### src/rtl/fir_sample_feeder.sv
// Sample FIFO in front of the FIR filter. Samples arrive from a ready/valid source and
// leave at a programmable rate, one single-cycle strobe per period.
module fir_sample_feeder #(
   parameter int DATA_W = 16,
   parameter int DEPTH  = 8,
   parameter int DIV_W  = 16
) (
   input  logic                       clk_i,
   input  logic                       rst_ni,
   input  logic                       s_valid_i,
   input  logic [DATA_W-1:0]          s_data_i,
   output logic                       s_ready_o,
   input  logic                       enable_i,
   input  logic [DIV_W-1:0]           rate_div_i,
   input  logic                       clear_underrun_i,
   output logic                       valid_strobe_o,
   output logic [DATA_W-1:0]          data_o,
   output logic [$clog2(DEPTH+1)-1:0] fill_o,
   output logic                       underrun_o
);
   localparam int AW = $clog2(DEPTH);
   localparam int FW = $clog2(DEPTH + 1);

   logic [DATA_W-1:0] mem [DEPTH];
   logic [AW-1:0]     wr_ptr_reg;
   logic [AW-1:0]     rd_ptr_reg;
   logic [FW-1:0]     fill_reg;
   logic [DIV_W-1:0]  cnt_reg;
   logic              strobe_reg;
   logic [DATA_W-1:0] data_reg;
   logic              underrun_reg;

   logic full;
   logic empty;
   logic push;
   logic tick;
   logic pop;

   // Ready depends on registered occupancy only, so a same-cycle pop never frees a slot.
   assign full  = (fill_reg == FW'(DEPTH));
   assign empty = (fill_reg == '0);
   assign push  = s_valid_i && !full;
   assign tick  = enable_i && (cnt_reg == '0);
   assign pop   = tick && !empty;

   assign s_ready_o      = !full;
   assign valid_strobe_o = strobe_reg;
   assign data_o         = data_reg;
   assign fill_o         = fill_reg;
   assign underrun_o     = underrun_reg;

   // Storage is left unreset so it can map onto block RAM.
   always_ff @(posedge clk_i) begin
      if (push) begin
         mem[wr_ptr_reg] <= s_data_i;
      end
   end

   always_ff @(posedge clk_i or negedge rst_ni) begin
      if (!rst_ni) begin
         wr_ptr_reg <= '0;
         rd_ptr_reg <= '0;
         fill_reg   <= '0;
      end else begin
         if (push) begin
            wr_ptr_reg <= wr_ptr_reg + AW'(1);
         end
         if (pop) begin
            rd_ptr_reg <= rd_ptr_reg + AW'(1);
         end
         unique case ({push, pop})
            2'b10:   fill_reg <= fill_reg + FW'(1);
            2'b01:   fill_reg <= fill_reg - FW'(1);
            default: fill_reg <= fill_reg;
         endcase
      end
   end

   // The divisor is only sampled on reload, so a mid-period change takes effect next period.
   always_ff @(posedge clk_i or negedge rst_ni) begin
      if (!rst_ni) begin
         cnt_reg <= '0;
      end else if (!enable_i) begin
         cnt_reg <= '0;
      end else if (tick) begin
         cnt_reg <= rate_div_i;
      end else begin
         cnt_reg <= cnt_reg - DIV_W'(1);
      end
   end

   // An empty tick still strobes (with zero data) so the filter's timing never slips.
   always_ff @(posedge clk_i or negedge rst_ni) begin
      if (!rst_ni) begin
         strobe_reg   <= 1'b0;
         data_reg     <= '0;
         underrun_reg <= 1'b0;
      end else begin
         strobe_reg <= tick;
         if (tick) begin
            data_reg <= pop ? mem[rd_ptr_reg] : '0;
         end
         if (tick && empty) begin
            underrun_reg <= 1'b1;
         end else if (clear_underrun_i) begin
            underrun_reg <= 1'b0;
         end
      end
   end

endmodule
### config.mk
export PLATFORM = sky130hd
export DESIGN_NAME = fir_sample_feeder
export DESIGN_NICKNAME = d
export VERILOG_FILES = /design/src/rtl/fir_sample_feeder.sv
export SDC_FILE = /design/constraint.sdc
export NUM_CORES = 1
export LEC_CHECK = 0
export CAP_MARGIN = 20
export CORE_ASPECT_RATIO = 1.1
export CORE_MARGIN = 3
export CORE_UTILIZATION = 52
export CTS_CLUSTER_DIAMETER = 60
export CTS_CLUSTER_SIZE = 28
export DETAILED_ROUTE_END_ITERATION = 10
export GPL_TIMING_DRIVEN = 0
export PLACE_DENSITY_LB_ADDON = 0.1
export SYNTH_ARGS = -nofsm -noshare
export SYNTH_HDL_FRONTEND = slang
export SYNTH_SLANG_ARGS = --single-unit
### constraint.sdc
create_clock -name clk_i -period 2.58 [get_ports clk_i]
set_input_delay 0.774 -clock clk_i [delete_from_list [all_inputs] [get_ports clk_i]]
set_output_delay 0.774 -clock clk_i [all_outputs]
set_load 0.01 [all_outputs]
Word-level counts from Yosys, hierarchy flattened
Memories as Yosys holds them, arrays and structs flattened.
Index checks and enable logic that the tools add are counted.
{"block": "word_totals", "memories": 1, "input_bits": 37, "out_inout_bits": 23, "ram_bits": 128, "regBits": 44, "word_cells": 34}
{"name": "mem", "words": 8, "word_bits": 16, "read_ports": 1, "rd_ports_with_merged_regs": 0, "write_ports": 1, "line": "24", "source": "logic [DATA_W-1:0] mem [DEPTH];"}
{"block": "classes", "n_eq_ne": 3, "add_sub_neg": 5, "muxes": 8, "n_reduce_logical": 10}
{"cell": "16-bit 2-to-1 mux", "n": 3}
{"cell": "16-bit zero test", "n": 1}
{"cell": "16-bit by 1-bit subtractor with 16-bit output, second input constant", "n": 1}
{"cell": "4-bit one-hot mux with 2 select lines", "n": 1}
{"cell": "3-bit by 1-bit adder with 3-bit output, second input constant", "n": 2}
{"cell": "4-bit by 1-bit adder with 4-bit output, second input constant", "n": 1}
{"cell": "4-bit == test, second input constant", "n": 1}
{"cell": "1-bit logical AND", "n": 4}
{"cell": "4-bit zero test", "n": 1}
{"cell": "1-bit 2-to-1 mux", "n": 4}
{"cell": "2-bit nonzero test", "n": 2}
{"cell": "4-bit by 1-bit subtractor with 4-bit output, second input constant", "n": 1}
{"cell": "2-bit by 1-bit == test with 1-bit output, second input constant", "n": 1}
{"cell": "2-bit == test, second input constant", "n": 1}
{"cell": "1-bit zero test", "n": 2}

Logic depth before layout (Yosys ltp)
{"block": "logic_depth", "depth_word": 5, "depth_mapped": 15, "ltp_nobuf": 14}

Worst setup path before layout
OpenSTA, ideal clock, no wires.
{"block": "synth_path", "kind": "input-to-reg", "from": "input port enable_i", "to": "register fill_reg[2], in the netlist fill_o[2]", "setup_ns": 0.130, "path_slack_ns": -0.180, "stages": 13, "t_arrival_ns": 2.630, "required_ns": 2.450, "path_buffers": 1, "cell_sequence": "nor4bb_1 nand4_2 inv_2 nand2_2 buf_6 inv_1 ha_1 xor2_1 ha_1 a21oi_1 xor2_1 nor2_1 xor2_1"}
{"block": "synth_via", "elab_chain_len": 4, "elab_cells_between_ends": 6, "cone_classes": "2 x eq/ne; 1 x mux; 3 x reduce/logical"}
{"element": "start, declared", "line": "13", "source": "input logic enable_i,"}
{"element": "1-bit logical AND *", "line": "43", "source": "assign tick = enable_i && (cnt_reg == '0);"}
{"element": "via tick", "line": "36", "source": "logic tick;"}
{"element": "1-bit logical AND *", "line": "44", "source": "assign pop = tick && !empty;"}
{"element": "via pop", "line": "37", "source": "logic pop;"}
{"element": "2-bit by 1-bit == test with 1-bit output / 2-bit == test (equally long branches)", "line": "71", "source": "unique case ({push, pop})"}
{"element": "4-bit one-hot mux with 2 select lines / 2-bit nonzero test (equally long branches)"}
{"element": "end signal, assigned", "line": "72", "source": "2'b10: fill_reg <= fill_reg + FW'(1);"}
{"element": "end signal, assigned", "line": "73", "source": "2'b01: fill_reg <= fill_reg - FW'(1);"}
{"element": "end signal, assigned", "line": "74", "source": "default: fill_reg <= fill_reg;"}
{"element": "end, declared", "line": "27", "source": "logic [FW-1:0] fill_reg;"}
The timed path passes the listed nets; every way through them passes the cells marked *.
A chain may end at the register's enable or synchronous reset.

Worst setup path after layout
{"block": "layout_path", "from": "register fill_reg[1], in the netlist fill_o[1]", "to": "output port s_ready_o"}
{"block": "layout_via", "elab_chain_len": 2}
{"element": "4-bit == test", "line": "40", "source": "assign full = (fill_reg == FW'(DEPTH));"}
{"element": "1-bit zero test", "line": "46", "source": "assign s_ready_o = !full;"}
{"element": "end, declared", "line": "12", "source": "output logic s_ready_o,"}
Every way passes these cells.

==> qor.txt <==
root buf cell: clkbuf_16
Clock Power Share: 25.5%
element type at the critical path end: output port
Bufs on Longest Clock Path: 2
Filler Cell Count: 924
Ant. Diodes: 0
ys flop type: edfxtp_1
Comb pwr share: 31.8%
starting density of the core: 53.8%
final period utilization: 97.7%
die area: 14700 sq um
final hold viol count: 0
number of global-route vias before repair: 3813
post-synth top area share: 55.8%
Post-Synth XOR/XNOR Area: 2.29%
ordered cell list for the critical path: or4b_4 -> dlygate4sd2_1
Final #Nets: 533
Post-Place Cell Area: 7910 sq um
Largest register FFs: 128
CP startpoint kind: flop
MaxCap Viol Count: 0
largest family of logic cells by synthesized area: multiplexers
commonest non-fill, non-tap cells in the layout: edfxtp_1, clkdlybuf4s50_1, dfrtp_1, mux4_2, nand2_1
Post-Synth Simple-Gate Area: 5.80%
Int Power: 6.34 mW
unrepaired setup endpoints after global routing: no
switching portion of total power: 31.7%
Leak Pwr: 3.02 nW
H-Tree Depth: 4
multiplexer area fraction after synthesis: 13.3%
detailed placement HPWL: 9250 um
worst rel slew slack: 44.2%
final setup fails: 0
Fmax: 397 MHz
Buf/Inv on CP: 1
Seq/Total Area, Yosys: 71.8%
Clock Sinks: 172
crit path kind: reg -> out
Critical Path RT: 1810 ps
Seq pwr share: 42.7%
CTS tree: built
Pre-antenna DRT Iters: 4
filler-free cell count of the finished design: 659
Net Count, Synth: 438
HP Class: in -> async
total CTS buffers: 17
initial DRC count: 243
Clock transition at path regs: 70 ps
share of cells above drive strength 1: 22.9%
area grow syn2layout: 24.4%
Synth Warn #: 0
Crit-path slowest cell: or4b_4
final instance area: 8560 sq um
worst hold margin: 227 ps
worst slew pin tran: 833 ps
post-synthesis compound-gate area fraction: 4.09%
die height: 127 um
outcome: complete, no violations
Die X-Extent: 116 um
cell taking the most area after synthesis: edfxtp_1
Avg WL per Cell: 21.6 um
Unique masters post-synth: 45
core area: 12800 sq um
routed vias: 3807
top cells by area, synth: edfxtp_1, dfrtp_1, mux4_2, mux2i_1, nand2_1
Switch Pwr: 2.95 mW
final WL: 14200 um
Placement Rows: 43
Final Slew Violations: 0
number of flops mapped to enable cells by yosys: 128
first-pass GRT wire length: 22200 um
I/O Pins: 60
most common cell after layout, fill and taps aside: edfxtp_1
placed cells: 619
insertion delay to the later sink of the worst-skew pair: 430 ps
CP delay by family, top: simple AND/OR/NAND/NOR gates
grt total ovfl: 0
largest net degree at the start of global routing: 36
initial antenna violation count: 0
FFs w/ async S/R, synth: 25.6%
vias per cell: 5.78
Critical Path AT: 1750 ps
Pwr Density: 1080 nW/um^2
skew final: 13.1 ps
syn avg cell area: 17.5 sq um
peak supply drop: 619 uV
DRC viols: 0
Final Core Density: 66.9%
largest stage delay on the critical path: 570 ps
Post-Synthesis Cells: 394
maximum fanout along the worst path: 6
Seq cells post-synth: 172
post-route ant nets: 0
Mapped Area: 6880 sq um
fin crit period: 2520 ps
Placer Congestion: 0.763
Adder-Cell Fraction of Synth Area: 1.27%
input/output buffers: 59
gr usage total: 21.1%
timing repair:
action,4_1_cts,5_1_grt
hold buffers,0,0
pin swaps,2,3
resized for setup,10,2
setup endpoints to repair,5,3
setup buffers,3,6
cloned,0,0
synthesized netlist by cell type, types with 2 or more instances:
library cell and n:
edfxtp_1 128, dfrtp_1 44, mux4_2 32, nand2_1 24, nor2_1 21, mux2i_1 16, o21ai_0 16, xor2_1 10
o21ai_1 8, xnor2_1 8, a211oi_1 7, a21oi_1 7, buf_2 7, ha_1 7, clkbuf_1 6, inv_1 5
nand2b_1 5, nand3_1 4, nor3_1 4, a31oi_1 3, nand4_1 3, buf_1 2, mux2_2 2, nor4_1 2
o31ai_1 2, or4_1 2
metal layers:
layer	vias up	share of wire (%)	global-route usage [%]
met5	-	0	0
met2	118	51	33.1
met1	1941	43	29.2
met4	0	1.1	6.89
met3	14	4.9	5.39
li1	1734	-	-
worst paths after layout:
kind	startpoint	endpoint	slack, ps	depth (start not counted)
max	fill_o[1]	s_ready_o	60	2
min	rst_ni	fill_o[0]	230	1
max reg2reg	fill_o[0]	fill_o[2]	150	11
min reg2reg	data_o[9]	data_o[9]	490	2
max in group asynchronous	rst_ni	data_o[2]	1850	2
min in group clk_i	data_o[9]	data_o[9]	490	2
stage by stage:
step | setup slack [ps] | setup TNS, ps | total power [mW]
after floorplan | -28.3 | -28.3 | 5.73
after global placement | -1610 | -163760 | 6.62
after detailed placement | -961 | -16940 | 6.85
after CTS | 3.62 | 0 | 9.30
after global routing | 0.757 | 0 | 9.79
final | 60.3 | 0 | 9.28
cell type report:
cell class,instances,area [sq um],share of cell area [%]
clock inverter,13,109,1.27
buffer,15,65.1,0.760
timing repair buffer,77,840,9.81
tap,157,196,2.29
clock buffer,19,443,5.17
inverter,6,22.5,0.263
sequential,172,4950,57.8
multi-input combinational,200,1940,22.6
worst reg2reg max path, stage by stage, from the launching register on:
cell	delay [ps]
dfrtp_2	440
buf_4	150
or4_4	570
nand2_8	110
inv_2	50
ha_4	170
xor2_1	140
ha_1	170
a21oi_1	140
xor2_1	160
nor2_1	70
xor2_1	130
logic make-up (layout without fill, tap and decap cells):
kind of cell	after synthesis	in the layout
AOI/OAI and AO/OA	48	48
xor gates and xnor gates	18	18
adders and majority gates	7	7
buffers and inverters	22	130
DFF	172	172
muxes	51	51
and+or+nand+nor	76	76
power by group through the flow:
stage               logic [mW]  registers [mW]  clock network [mW]
finish                    2.95            3.96                2.37
global route              3.23            4.02                2.54
CTS                       2.93            3.97                2.40
detailed placement        2.85            4.00                   0
global placement          2.65            3.97                   0
floorplan                 1.76            3.97                   0
(Power assumes the default switching activity.)
